File: config.mk
export PLATFORM = sky130hd
export DESIGN_NAME = rcs_pipe_sub
export DESIGN_NICKNAME = d
export VERILOG_FILES = /design/src/rtl/rcs_pipe_sub.sv
export SDC_FILE = /design/constraint.sdc
export NUM_CORES = 1
export LEC_CHECK = 0
export ABC_AREA = 1
export CAP_MARGIN = 20
export CORE_ASPECT_RATIO = 0.5
export CORE_MARGIN = 3
export CORE_UTILIZATION = 50
export DETAILED_ROUTE_END_ITERATION = 6
export PLACE_DENSITY = 0.77
export SLEW_MARGIN = 0
export SYNTH_ARGS = -nofsm -noshare
export SYNTH_HDL_FRONTEND = slang
export SYNTH_SLANG_ARGS = --single-unit
File: constraint.sdc
create_clock -name clk -period 5.79 [get_ports clk]
set_clock_uncertainty 0.1 [all_clocks]
set_input_delay 0.8685 -clock clk [delete_from_list [all_inputs] [get_ports clk]]
set_output_delay 0.8685 -clock clk [all_outputs]
set_load 0.01 [all_outputs]
File: src/rtl/rcs_pipe_sub.sv
// Two-stage pipelined ripple-borrow subtractor with a valid/ready handshake.
// The low half is resolved in stage 1; its borrow feeds the high half in stage 2.
module rcs_pipe_sub #(
  parameter int unsigned WIDTH = 8
) (
  input  logic             clk,
  input  logic             rstn,
  input  logic             valid_i,
  output logic             ready_o,
  input  logic [WIDTH-1:0] a_i,
  input  logic [WIDTH-1:0] b_i,
  output logic             valid_o,
  input  logic             ready_i,
  output logic [WIDTH-1:0] diff_o,
  output logic             borrow_o,
  output logic             ovf_o
);

  localparam int unsigned H = WIDTH / 2;

  // R1: registered operands
  logic [WIDTH-1:0] a_q, b_q;
  logic             v1_q;
  // R2: low-half result plus the upper operand halves
  logic [H-1:0]     dlo_q, dlo_d;
  logic             bl_q, bl_d;
  logic [H-1:0]     ahi_q, bhi_q;
  logic             v2_q;
  // R3: final result
  logic [WIDTH-1:0] diff_q, diff_d;
  logic             borrow_q, borrow_d;
  logic             ovf_q, ovf_d;
  logic             valid_q;

  logic             en;
  logic             br_lo, br_hi;
  logic [H-1:0]     dhi;

  // The whole pipe advances together unless a held result is being refused.
  assign en      = !valid_q || ready_i;
  assign ready_o = en;

  always_comb begin : stage1_sub
    br_lo = 1'b0;
    dlo_d = '0;
    for (int unsigned i = 0; i < H; i++) begin
      dlo_d[i] = a_q[i] ^ b_q[i] ^ br_lo;
      br_lo    = (~a_q[i] & b_q[i]) | (~(a_q[i] ^ b_q[i]) & br_lo);
    end
    bl_d = br_lo;
  end

  always_comb begin : stage2_sub
    br_hi = bl_q;
    dhi   = '0;
    for (int unsigned i = 0; i < H; i++) begin
      dhi[i] = ahi_q[i] ^ bhi_q[i] ^ br_hi;
      br_hi  = (~ahi_q[i] & bhi_q[i]) | (~(ahi_q[i] ^ bhi_q[i]) & br_hi);
    end
    diff_d   = {dhi, dlo_q};
    borrow_d = br_hi;
    // Signed overflow: operand signs differ and the result sign departs from the minuend's.
    ovf_d    = (ahi_q[H-1] != bhi_q[H-1]) && (dhi[H-1] != ahi_q[H-1]);
  end

  always_ff @(posedge clk) begin : pipe_regs
    if (!rstn) begin
      a_q      <= '0;
      b_q      <= '0;
      v1_q     <= 1'b0;
      dlo_q    <= '0;
      bl_q     <= 1'b0;
      ahi_q    <= '0;
      bhi_q    <= '0;
      v2_q     <= 1'b0;
      diff_q   <= '0;
      borrow_q <= 1'b0;
      ovf_q    <= 1'b0;
      valid_q  <= 1'b0;
    end else if (en) begin
      a_q      <= a_i;
      b_q      <= b_i;
      v1_q     <= valid_i;
      dlo_q    <= dlo_d;
      bl_q     <= bl_d;
      ahi_q    <= a_q[WIDTH-1:H];
      bhi_q    <= b_q[WIDTH-1:H];
      v2_q     <= v1_q;
      diff_q   <= diff_d;
      borrow_q <= borrow_d;
      ovf_q    <= ovf_d;
      valid_q  <= v2_q;
    end
  end

  assign valid_o  = valid_q;
  assign diff_o   = diff_q;
  assign borrow_o = borrow_q;
  assign ovf_o    = ovf_q;

endmodule

# Word-level counts from Yosys, hierarchy flattened
# Cells that the tools add are included.
totals:
  latchBits: 0
  output_inout_bits: 12
  inputBits: 20
  memories: 0
  romBits: 0
  ram_bits: 0
  register_bits: 42
  word_cells: 69
classes:
  n_reduce_logical: 3
  n_mux: 0
  n_shift: 0
  n_addsub: 0
  eq_ne: 2
  div: 0
  n_mul: 0
  n_bitwise: 52
  n_lt_le_gt_ge: 0
op_table:
  columns: ["op", "n"]
  rows:
  - ["$and A1 B1 Y1", 15]
  - ["$not A1 Y1", 15]
  - ["$xor A1 B1 Y1", 15]
  - ["$or A1 B1 Y1", 7]
  - ["$ne A1 B1 Y1", 2]
  - ["$logic_and A1 B1 Y1", 1]
  - ["$logic_not A1 Y1", 1]
  - ["$logic_or A1 B1 Y1", 1]

# Logic depth before layout (Yosys ltp)
# Gate-level depths: netlist (run 1).
logic_depth:
  word_depth: 11
  mapped_depth: 11
  ltp_nobuf: 11

# Least setup slack after synthesis (run 1)
# No wires, ideal clock.
synth_timing:
  path_type: "reg2reg"
  from: "register bl_q"
  to: "register ovf_q, in the netlist ovf_o"
  stages_incl_launch_ff: 12
  t_required_ps: 5570
  setup_ps: 120
  n_path_buf: 0
  arrival_ps: 1984
  path_slack_ps: 3586
  period_less_slack_ps: 2204
  path_cell_list: "dfxtp_1 inv_1 fa_1 inv_1 fa_1 fa_1 inv_1 fa_1 inv_1 nand2_1 nand3_1 a21oi_1"
synth_between:
  elab_chain_len: 9
synth_rtl:
  columns: ["item", "line_no", "rtl"]
  rows:
  - ["start: declaration", "26", "logic bl_q, bl_d;"]
  - ["start signal: assignment", "85", "bl_q <= bl_d;"]
  - ["$and A1 B1 Y1", "58", "br_hi = (~ahi_q[i] & bhi_q[i]) | (~(ahi_q[i] ^ bhi_q[i]) & br_hi);"]
  - ["$or A1 B1 Y1", "58", null]
  - ["$and A1 B1 Y1", "58", null]
  - ["$or A1 B1 Y1", "58", null]
  - ["$and A1 B1 Y1", "58", null]
  - ["$or A1 B1 Y1", "58", null]
  - ["$xor A1 B1 Y1", "57", "dhi[i] = ahi_q[i] ^ bhi_q[i] ^ br_hi;"]
  - ["named net dhi[3]", "37", "logic [H-1:0] dhi;"]
  - ["$ne A1 B1 Y1", "63", "ovf_d = (ahi_q[H-1] != bhi_q[H-1]) && (dhi[H-1] != ahi_q[H-1]);"]
  - ["$logic_and A1 B1 Y1", "63", null]
  - ["end signal: assignment", "91", "ovf_q <= ovf_d;"]
  - ["end: declaration", "32", "logic ovf_q, ovf_d;"]
# The timed path passes the listed nets, and every way through them passes these cells.
# A chain may end at the register's enable or synchronous reset.

# Worst setup path in the final report (run 1)
layout_timing:
  from: "input ready_i"
  to: "output ready_o"
layout_between:
  elab_chain_len: 1
layout_rtl:
  columns: ["item", "line_no", "rtl"]
  rows:
  - ["start: declaration", "13", "input logic ready_i,"]
  - ["$logic_or A1 B1 Y1", "40", "assign en = !valid_q || ready_i;"]
  - ["end: declaration", "9", "output logic ready_o,"]
# No other way between the ends.

==> results of run 1 <==
==> metal layers <==
metal / global-route usage / up-vias
li1: - / 710
met4: 0.0452 / 0
met2: 0.262 / 27
met1: 0.218 / 603
met3: 0.0578 / 2
met5: 0 / -
==> through the flow <==
stage / area [µm²] / utilization
global placement: 2010 / 0.644
detailed placement: 2010 / 0.644
floorplan: 1700 / -
CTS: 2100 / 0.674
finish: 2130 / 0.683
global route: 2130 / 0.683
==> worst paths after layout <==
path	from	endpoint	slack, ns	cells past startpoint
min	v2_q$_SDFFE_PN0P_	valid_o$_SDFFE_PN0P_	0.37	1
min reg2reg	v2_q$_SDFFE_PN0P_	valid_o$_SDFFE_PN0P_	0.37	1
max	ready_i	ready_o	2.18	4
max reg2reg	bl_q$_SDFFE_PN0P_	ovf_o$_SDFFE_PN0P_	3.42	11
==> where the power goes <==
part / internal (µW) / switching (µW)
Sequential: 314 / 13.0
Combinational: 57.3 / 52.6
Clock: 95.9 / 100
Total: 468 / 166
==> sequential cells by signal (all words and copies together) (netlist names) <==
register / cells
b_q: 8
diff_o: 8
ahi_q: 4
a_q: 8
bl_q: 1
valid_o: 1
ovf_o: 1
v2_q: 1
borrow_o: 1
dlo_q: 4
bhi_q: 4
v1_q: 1
==> final cells by class <==
cell class              count  area share
inverters                  23      0.0405
repair buffers             32       0.159
clock buffers               6      0.0388
well taps                  40      0.0235
multi-input cells         138       0.338
clock inverters             2     0.00588
flip-flops and latches     42       0.395
==> placed cells by master (no fill, tap or decap) <==
master,n
a21oi_1,2
buf_16,1
clkbuf_8,6
clkdlybuf4s50_1,31
clkinv_2,1
clkinvlp_4,1
dfxtp_1,42
fa_1,7
ha_1,2
inv_1,21
inv_2,2
nand2_1,5
nand2_2,1
nand3_1,1
nand3b_1,1
nor2_1,78
nor2_4,1
o21a_1,1
o21ai_0,34
o21ai_1,5
==> cells by family after synthesis <==
group           share of synthesized area
fa+ha+maj                          0.0971
simple gates                        0.201
buf+inv                            0.0831
compound gates                      0.125
flops                               0.494
==> impl_metrics.env, run 1 <==
export IMPL_outcome="finished, final reports clean"
export IMPL_yosys_warnings=0
export IMPL_row_count=14
export IMPL_synthFlopType="dfxtp_1"
export IMPL_seq_area_um2=841
export IMPL_start_util=0.546
export IMPL_drt_iter0_markers=85
export IMPL_numCtsBuffers=5
export IMPL_synth_cell_area_mm2=0.00170
export IMPL_die_y_um=47.3
export IMPL_yosys_top_cells_count="nor2_1 (78), dfxtp_1 (42), o21ai_0 (34)"
export IMPL_wire_per_inst_um=11.3
export IMPL_path_buf_inv=3
export IMPL_syn_num_nets=244
export IMPL_hold_slack_ns=0.370
export IMPL_num_io_pins=32
export IMPL_ys_top_cells_by_area="dfxtp_1 (49%), nor2_1 (17%), o21ai_0 (10%)"
export IMPL_synth_edf_count=0
export IMPL_hpwl_mm=1.97
export IMPL_ys_seq_elements=42
export IMPL_multiInputGateArea_um2=719
export IMPL_pwr_density_cell_mw_per_mm2=297
export IMPL_tightestPinTransition_ns=0.870
export IMPL_syn_to_final_growth_pct=25.1
export IMPL_antennaDiodeCount=0
export IMPL_worst_path_dominant_cell_family="buffers and inverters"
export IMPL_met3WireLength_um=156
export IMPL_fin_crit_sh=0.623
export IMPL_clockRootBuffer="clkbuf_8"
export IMPL_vias_per_cell=4.74
export IMPL_wl_met1_mm=1.62
export IMPL_core_mm2=0.00312
export IMPL_cp_max_fo=42
export IMPL_wl_met2_mm=1.41
export IMPL_grt_overflow=0
export IMPL_grt_pass1_wl_mm=5.22
export IMPL_crit_slowest_cell="clkdlybuf4s50_1"
export IMPL_syn_inst=215
export IMPL_cts_tree="yes"
export IMPL_fin_nets=271
export IMPL_synth_top_area_share=0.494
export IMPL_ys_types=17
export IMPL_synth_async_sr_flop_share=0
export IMPL_end_kind="output pin"
export IMPL_relSlewSlack=0.419
export IMPL_cts_resized=0
export IMPL_clkSinkCount=42
export IMPL_post_cts_buffers=0
export IMPL_num_vias=1342
export IMPL_maxCapViolCount=0
export IMPL_hold_buffers=0
export IMPL_fp_dieArea_mm2=0.00418
export IMPL_fin_cells=283
export IMPL_grt_use_total=0.165
export IMPL_period_minus_slack_ns=3.61
export IMPL_antenna_found_initial=0
export IMPL_arrival_ns=2.64
export IMPL_vdd_drop_max_mv=0.164
export IMPL_dpl_cell_count=274
export IMPL_synth_avg_cell_area_um2=7.91
export IMPL_crit_type="in2out"
export IMPL_startpoint_type="input pin"
export IMPL_gp_congestion=0.695
export IMPL_portBuffers=31
export IMPL_setup_tns_final_ns=0
export IMPL_fin_ws_ns=2.18
export IMPL_fill_cells=269
export IMPL_worstSkewPairLatency_ns=0.29
export IMPL_die_w_um=88.5
export IMPL_path_common_cell="clkdlybuf4s50_1"
export IMPL_ant_nets=0
export IMPL_yosysSeqAreaShare=0.494
export IMPL_drt_total_wl_mm=3.20
export IMPL_setup_viol=0
export IMPL_drt_first_pass_iters=4
export IMPL_maxSlewViolCount=0
export IMPL_cp_cell_sequence="clkdlybuf4s50_1 -> inv_2 -> nand2_2 -> clkdlybuf4s50_1"
export IMPL_yosysMostFrequentCell="nor2_1"
export IMPL_maxUsedRoutingLayer="met4"
export IMPL_p_total_uw=633
export IMPL_grt_max_degree=43
export IMPL_preCtsSetupSlack_ns=2.21
export IMPL_power_leakage_uw=0.000893
export IMPL_hold_viol=0
export IMPL_clk_path_buf_depth=2
export IMPL_max_freq_mhz=277
export IMPL_drc=0
export IMPL_h_tree_depth=2
export IMPL_slowest_delay_ns=0.66
export IMPL_hold_class="reg2reg"
export IMPL_drive_gt1_frac=0.0535
export IMPL_clk_pin_slew_ns=0.08
export IMPL_synth_top_cell_by_area="dfxtp_1"
export IMPL_grt_pass1_vias=1211
export IMPL_cp_required_ns=4.82
export IMPL_grt_setup_unrepaired="no"
Power figures use the tool's default switching activity.
==> run 2: changes to the inputs <==
Settings changed: CORE_UTILIZATION 50 to 46, PLACE_DENSITY 0.77 to 0.75.
Clock period 5.79 ns to 3.2 ns, I/O delays scaled along.
==> run 2 against run 1 <==
Global-route usage is 0.57 points lower. Non-clock buffer count is 1 higher. Clock power increased by 76%. Via count rose by 1.6%. Cell area down 0.29%. Wire length decreased by 0.13%. Sequential share of layout area increased by 0.12 points. First-iteration DRC count rose by 9.4%. Die area increased by 7.8%. Sequential cell count did not move.
==> impl_metrics.env, run 2 (same netlist as run 1, synthesis figures left out) <==
export IMPL_clkSinkCount=42
export IMPL_switchingPower_uw=288
export IMPL_relSlewSlack=0.413
export IMPL_numCtsBuffers=5
export IMPL_syn_to_final_growth_pct=24.8
export IMPL_pwr_share_clk=0.304
export IMPL_drive_gt1_frac=0.0533
export IMPL_grt_pass1_wl_mm=5.66
export IMPL_cp_required_ns=3.27
export IMPL_worstSkewPairLatency_ns=0.29
export IMPL_die_y_um=49.0
export IMPL_maxSlewViolCount=0
export IMPL_portBuffers=31
export IMPL_rr_worst_depth=11
export IMPL_outcome="finished, final reports clean"
export IMPL_vdd_drop_max_mv=0.291
export IMPL_fin_nets=272
export IMPL_fin_crit_sh=0.727
export IMPL_final_common_cell="nor2_1"
export IMPL_drt_total_wl_mm=3.19
export IMPL_start_util=0.522
export IMPL_drt_iter0_markers=93
export IMPL_reg2reg_setup_slack_ns=0.87
export IMPL_period_minus_slack_ns=2.33
export IMPL_fin_cells=292
export IMPL_fill_cells=295
export IMPL_rr_startpoint="bl_q$_SDFFE_PN0P_"
export IMPL_grt_setup_unrepaired="no"
export IMPL_seq_area_um2=841
export IMPL_r2r_end="ovf_o$_SDFFE_PN0P_"
export IMPL_preCtsSetupSlack_ns=0.875
export IMPL_maxCapViolCount=0
export IMPL_fp_dieArea_mm2=0.00451
export IMPL_num_io_pins=32
export IMPL_ant_nets=0
export IMPL_vias_per_cell=4.67
export IMPL_hold_class="reg2reg"
export IMPL_pwr_share_comb=0.173
export IMPL_power_frac_seq=0.523
export IMPL_h_tree_depth=2
export IMPL_power_internal_uw=845
export IMPL_drc=0
export IMPL_end_kind="register"
export IMPL_crit_type="reg2reg"
export IMPL_critPathLaunch="bl_q$_SDFFE_PN0P_"
export IMPL_cts_resized=0
export IMPL_num_vias=1363
export IMPL_final_util=0.652
export IMPL_grt_max_degree=43
export IMPL_hold_viol=0
export IMPL_antennaDiodeCount=0
export IMPL_grt_pass1_vias=1252
export IMPL_dpl_cell_count=284
export IMPL_clockRootBuffer="clkbuf_8"
export IMPL_max_freq_mhz=430
export IMPL_arrival_ns=2.40
export IMPL_post_cts_buffers=0
export IMPL_fin_ws_ns=0.873
export IMPL_gp_congestion=0.765
export IMPL_power_leakage_uw=0.000891
export IMPL_hpwl_mm=2.00
export IMPL_antenna_found_initial=0
export IMPL_setup_tns_final_ns=0
export IMPL_grt_use_total=0.159
export IMPL_pwr_density_cell_mw_per_mm2=534
export IMPL_cts_tree="yes"
export IMPL_cp_cell_sequence="inv_1 -> fa_1 -> inv_1 -> fa_1 -> fa_1 -> inv_1 -> fa_1 -> inv_1 -> nand2_1 -> nand3_1 -> a21oi_1"
export IMPL_power_share_switching=0.255
export IMPL_row_count=14
export IMPL_clk_path_buf_depth=2
export IMPL_core_mm2=0.00326
export IMPL_drt_first_pass_iters=4
export IMPL_wire_per_inst_um=10.9
export IMPL_setup_viol=0
export IMPL_slowest_delay_ns=0.44
export IMPL_crit_end="ovf_o$_SDFFE_PN0P_"
export IMPL_final_cell_mix="nor2_1 (78), dfxtp_1 (42), o21ai_0 (34)"
export IMPL_startpoint_type="register"
export IMPL_clk_pin_slew_ns=0.07
export IMPL_multiInputGateArea_um2=719
export IMPL_tightestPinTransition_ns=0.879
export IMPL_hold_buffers=0
export IMPL_cp_max_fo=3
export IMPL_grt_overflow=0
export IMPL_crit_slowest_cell="fa_1"
export IMPL_die_w_um=92.0
## run 2: changes by cell type in the layout (fill, tap and decap cells not counted)
| cell | before | now |
|---|---|---|
| clkbuf_1 | 0 | 1 |
| buf_4 | 0 | 2 |
| buf_16 | 1 | 0 |
| clkinvlp_4 | 1 | 0 |
## run 2: cell type report
cell class                      instances  area share
Clock buffer                            7      0.0407
Multi-Input combinational cell        138       0.339
Clock inverter                          1     0.00236
Inverter                               23      0.0407
Sequential cell                        42       0.396
Timing Repair Buffer                   33       0.153
Tap cell                               48      0.0283
## run 2: worst max-delay path: cells and delay by family, from the launching register on
kind	cells	cell delay [ns]
AND/OR/NAND/NOR	2	0.10
AO/OA/AOI/OAI	1	0.05
buffers and inverters	4	0.29
flip-flops	1	0.30
adder cells (fa/ha/maj)	4	1.36
## run 2: worst min path at each step
stage               slack, ns                    to  depth (start not counted)               from
floorplan                0.34  valid_o$_SDFFE_PN0P_                          1  v2_q$_SDFFE_PN0P_
CTS                      0.37  valid_o$_SDFFE_PN0P_                          1  v2_q$_SDFFE_PN0P_
global route             0.40  valid_o$_SDFFE_PN0P_                          1  v2_q$_SDFFE_PN0P_
global placement         0.35  valid_o$_SDFFE_PN0P_                          1  v2_q$_SDFFE_PN0P_
finish                   0.38  valid_o$_SDFFE_PN0P_                          1  v2_q$_SDFFE_PN0P_
detailed placement       0.35  valid_o$_SDFFE_PN0P_                          1  v2_q$_SDFFE_PN0P_
## run 2: layer usage
layer | vias to the layer above | track usage | wire length, µm | share of wire
met1 | 615 | 0.214 | 1620 | 0.51
met5 | - | 0 | 0 | 0
met2 | 29 | 0.228 | 1350 | 0.42
li1 | 713 | - | - | -
met3 | 6 | 0.0601 | 176 | 0.055
met4 | 0 | 0.0665 | 47 | 0.015
## run 2: power groups by stage
stage | Clock [µW] | Combinational [µW] | Sequential [µW]
finish | 344 | 196 | 593
global route | 385 | 226 | 600
CTS | 356 | 199 | 593
detailed placement | 0 | 196 | 604
global placement | 0 | 193 | 604
floorplan | 0 | 109 | 608
## run 2: stage by stage
step	hold WS, ns	instance area (µm²)	total power (µW)
3_5_place_dp	0.353	2030	800
4_1_cts	0.375	2120	1150
3_3_place_gp	0.351	2030	797
5_1_grt	0.397	2120	1210
2_1_floorplan	0.335	1700	717
6_report	0.377	2120	1130
==> run 3: changes to the inputs <==
Settings changed: CORE_UTILIZATION 46 to 50, PLACE_DENSITY 0.75 to 0.77.
Clock period 3.2 ns to 2.4 ns, I/O delays scaled along.
==> run 3 against run 2 <==
Cell area is 1.1% higher. Wire length rose by 3.3%. Power increased by 40%. First-iteration DRC count decreased by 55%. Largest power group unchanged. Highest routed layer is now met3. Combinational power is 38% higher. Die area down 7.3%. Count of clock-buffer cells in the layout grew 1.
==> impl_metrics.env, run 3 (same netlist as run 1, synthesis figures left out) <==
export IMPL_grt_setup_unrepaired="no"
export IMPL_clk_pin_slew_ns=0.08
export IMPL_outcome="finished, final reports clean"
export IMPL_gp_congestion=0.736
export IMPL_tightestPinTransition_ns=0.406
export IMPL_h_tree_depth=2
export IMPL_power_frac_seq=0.501
export IMPL_grt_overflow=0
export IMPL_max_freq_mhz=440
export IMPL_antennaDiodeCount=0
export IMPL_hold_start="v2_q$_SDFFE_PN0P_"
export IMPL_ant_nets=0
export IMPL_pwr_share_comb=0.171
export IMPL_post_cts_buffers=0
export IMPL_pwr_density_cell_mw_per_mm2=737
export IMPL_grt_max_degree=43
export IMPL_power_internal_uw=1190
export IMPL_antenna_found_initial=0
export IMPL_clockRootBuffer="clkbuf_8"
export IMPL_final_util=0.689
export IMPL_start_util=0.546
export IMPL_final_common_cell="nor2_1"
export IMPL_relSlewSlack=0.729
export IMPL_drc=0
export IMPL_portBuffers=31
export IMPL_fin_nets=273
export IMPL_hold_class="reg2reg"
export IMPL_die_w_um=88.5
export IMPL_power_share_switching=0.249
export IMPL_cp_required_ns=2.47
export IMPL_worstSkewPairLatency_ns=0.29
export IMPL_grt_use_total=0.170
export IMPL_drt_iter0_markers=42
export IMPL_fin_cells=285
export IMPL_syn_to_final_growth_pct=26.2
export IMPL_drt_first_pass_iters=4
export IMPL_die_y_um=47.3
export IMPL_dpl_cell_count=277
export IMPL_arrival_ns=2.34
export IMPL_numCtsBuffers=5
export IMPL_power_leakage_uw=0.000900
export IMPL_num_vias=1339
export IMPL_critPathLaunch="bl_q$_SDFFE_PN0P_"
export IMPL_switchingPower_uw=394
export IMPL_setup_tns_final_ns=0
export IMPL_vdd_drop_max_mv=0.335
export IMPL_final_cell_mix="nor2_1 (78), dfxtp_1 (42), o21ai_0 (34)"
export IMPL_drt_total_wl_mm=3.30
export IMPL_clk_path_buf_depth=2
export IMPL_grt_pass1_vias=1246
export IMPL_cp_max_fo=3
export IMPL_period_minus_slack_ns=2.27
export IMPL_clkSinkCount=42
export IMPL_startpoint_type="register"
export IMPL_fp_dieArea_mm2=0.00418
export IMPL_maxCapViolCount=0
export IMPL_rr_startpoint="bl_q$_SDFFE_PN0P_"
export IMPL_crit_type="reg2reg"
export IMPL_hpwl_mm=2.17
export IMPL_wire_per_inst_um=11.6
export IMPL_end_kind="register"
export IMPL_pwr_share_clk=0.328
export IMPL_row_count=14
export IMPL_core_mm2=0.00312
export IMPL_cts_tree="yes"
export IMPL_drive_gt1_frac=0.0857
export IMPL_hold_slack_ns=0.375
export IMPL_setup_viol=0
export IMPL_preCtsSetupSlack_ns=0.0221
export IMPL_vias_per_cell=4.70
export IMPL_grt_pass1_wl_mm=5.38
export IMPL_fin_ws_ns=0.128
export IMPL_hold_viol=0
export IMPL_fin_crit_sh=0.947
export IMPL_num_io_pins=32
export IMPL_maxSlewViolCount=0
[run 3: worst paths after layout]
check	endpoint	slack [ns]	depth (start not counted)
worst max-delay path	ovf_o$_SDFFE_PN0P_	0.13	11
worst min-delay path	valid_o$_SDFFE_PN0P_	0.38	1
worst max register to register	ovf_o$_SDFFE_PN0P_	0.13	11
worst min register to register	valid_o$_SDFFE_PN0P_	0.38	1
[run 3: metrics by stage]
stage / area [µm²] / power (µW)
floorplan: 1700 / 956
global placement: 2030 / 1060
detailed placement: 2030 / 1070
CTS: 2140 / 1600
global route: 2150 / 1660
finish: 2150 / 1580
[run 3: critical path: stages, from the launching register on]
cell and delay (ns):
dfxtp_1 0.31, inv_2 0.07, fa_2 0.20, inv_2 0.04
fa_2 0.33, fa_2 0.35, inv_2 0.07, fa_1 0.45
inv_1 0.08, nand2_1 0.05, nand3_1 0.06, a21oi_1 0.06
[run 3: repair_timing]
item	4_1_cts	5_1_grt
gates resized for setup	0	6
endpoints found under the setup margin	0	1
hold buffers	0	0
[run 3: final cells by class]
class                      instances  area, µm²
fill                             258        971
sequential                        42        841
multi-input combinational        138        727
timing repair buffer              34        333
clock buffer                       8        110
inverter                          23       86.3
tap                               40       50.0
[run 3: power groups by stage]
stage | logic, µW | clock network, µW | registers, µW
global placement | 258 | 0 | 805
detailed placement | 265 | 0 | 808
floorplan | 145 | 0 | 811
finish | 271 | 519 | 793
CTS | 270 | 537 | 793
global route | 308 | 555 | 801
[run 3: per-layer routing]
metal	global-route usage	vias up	wire length [µm]
met3	0.0578	0	130
met1	0.234	605	1660
met4	0.0361	0	0
li1	-	717	-
met5	0	-	0
met2	0.266	17	1500
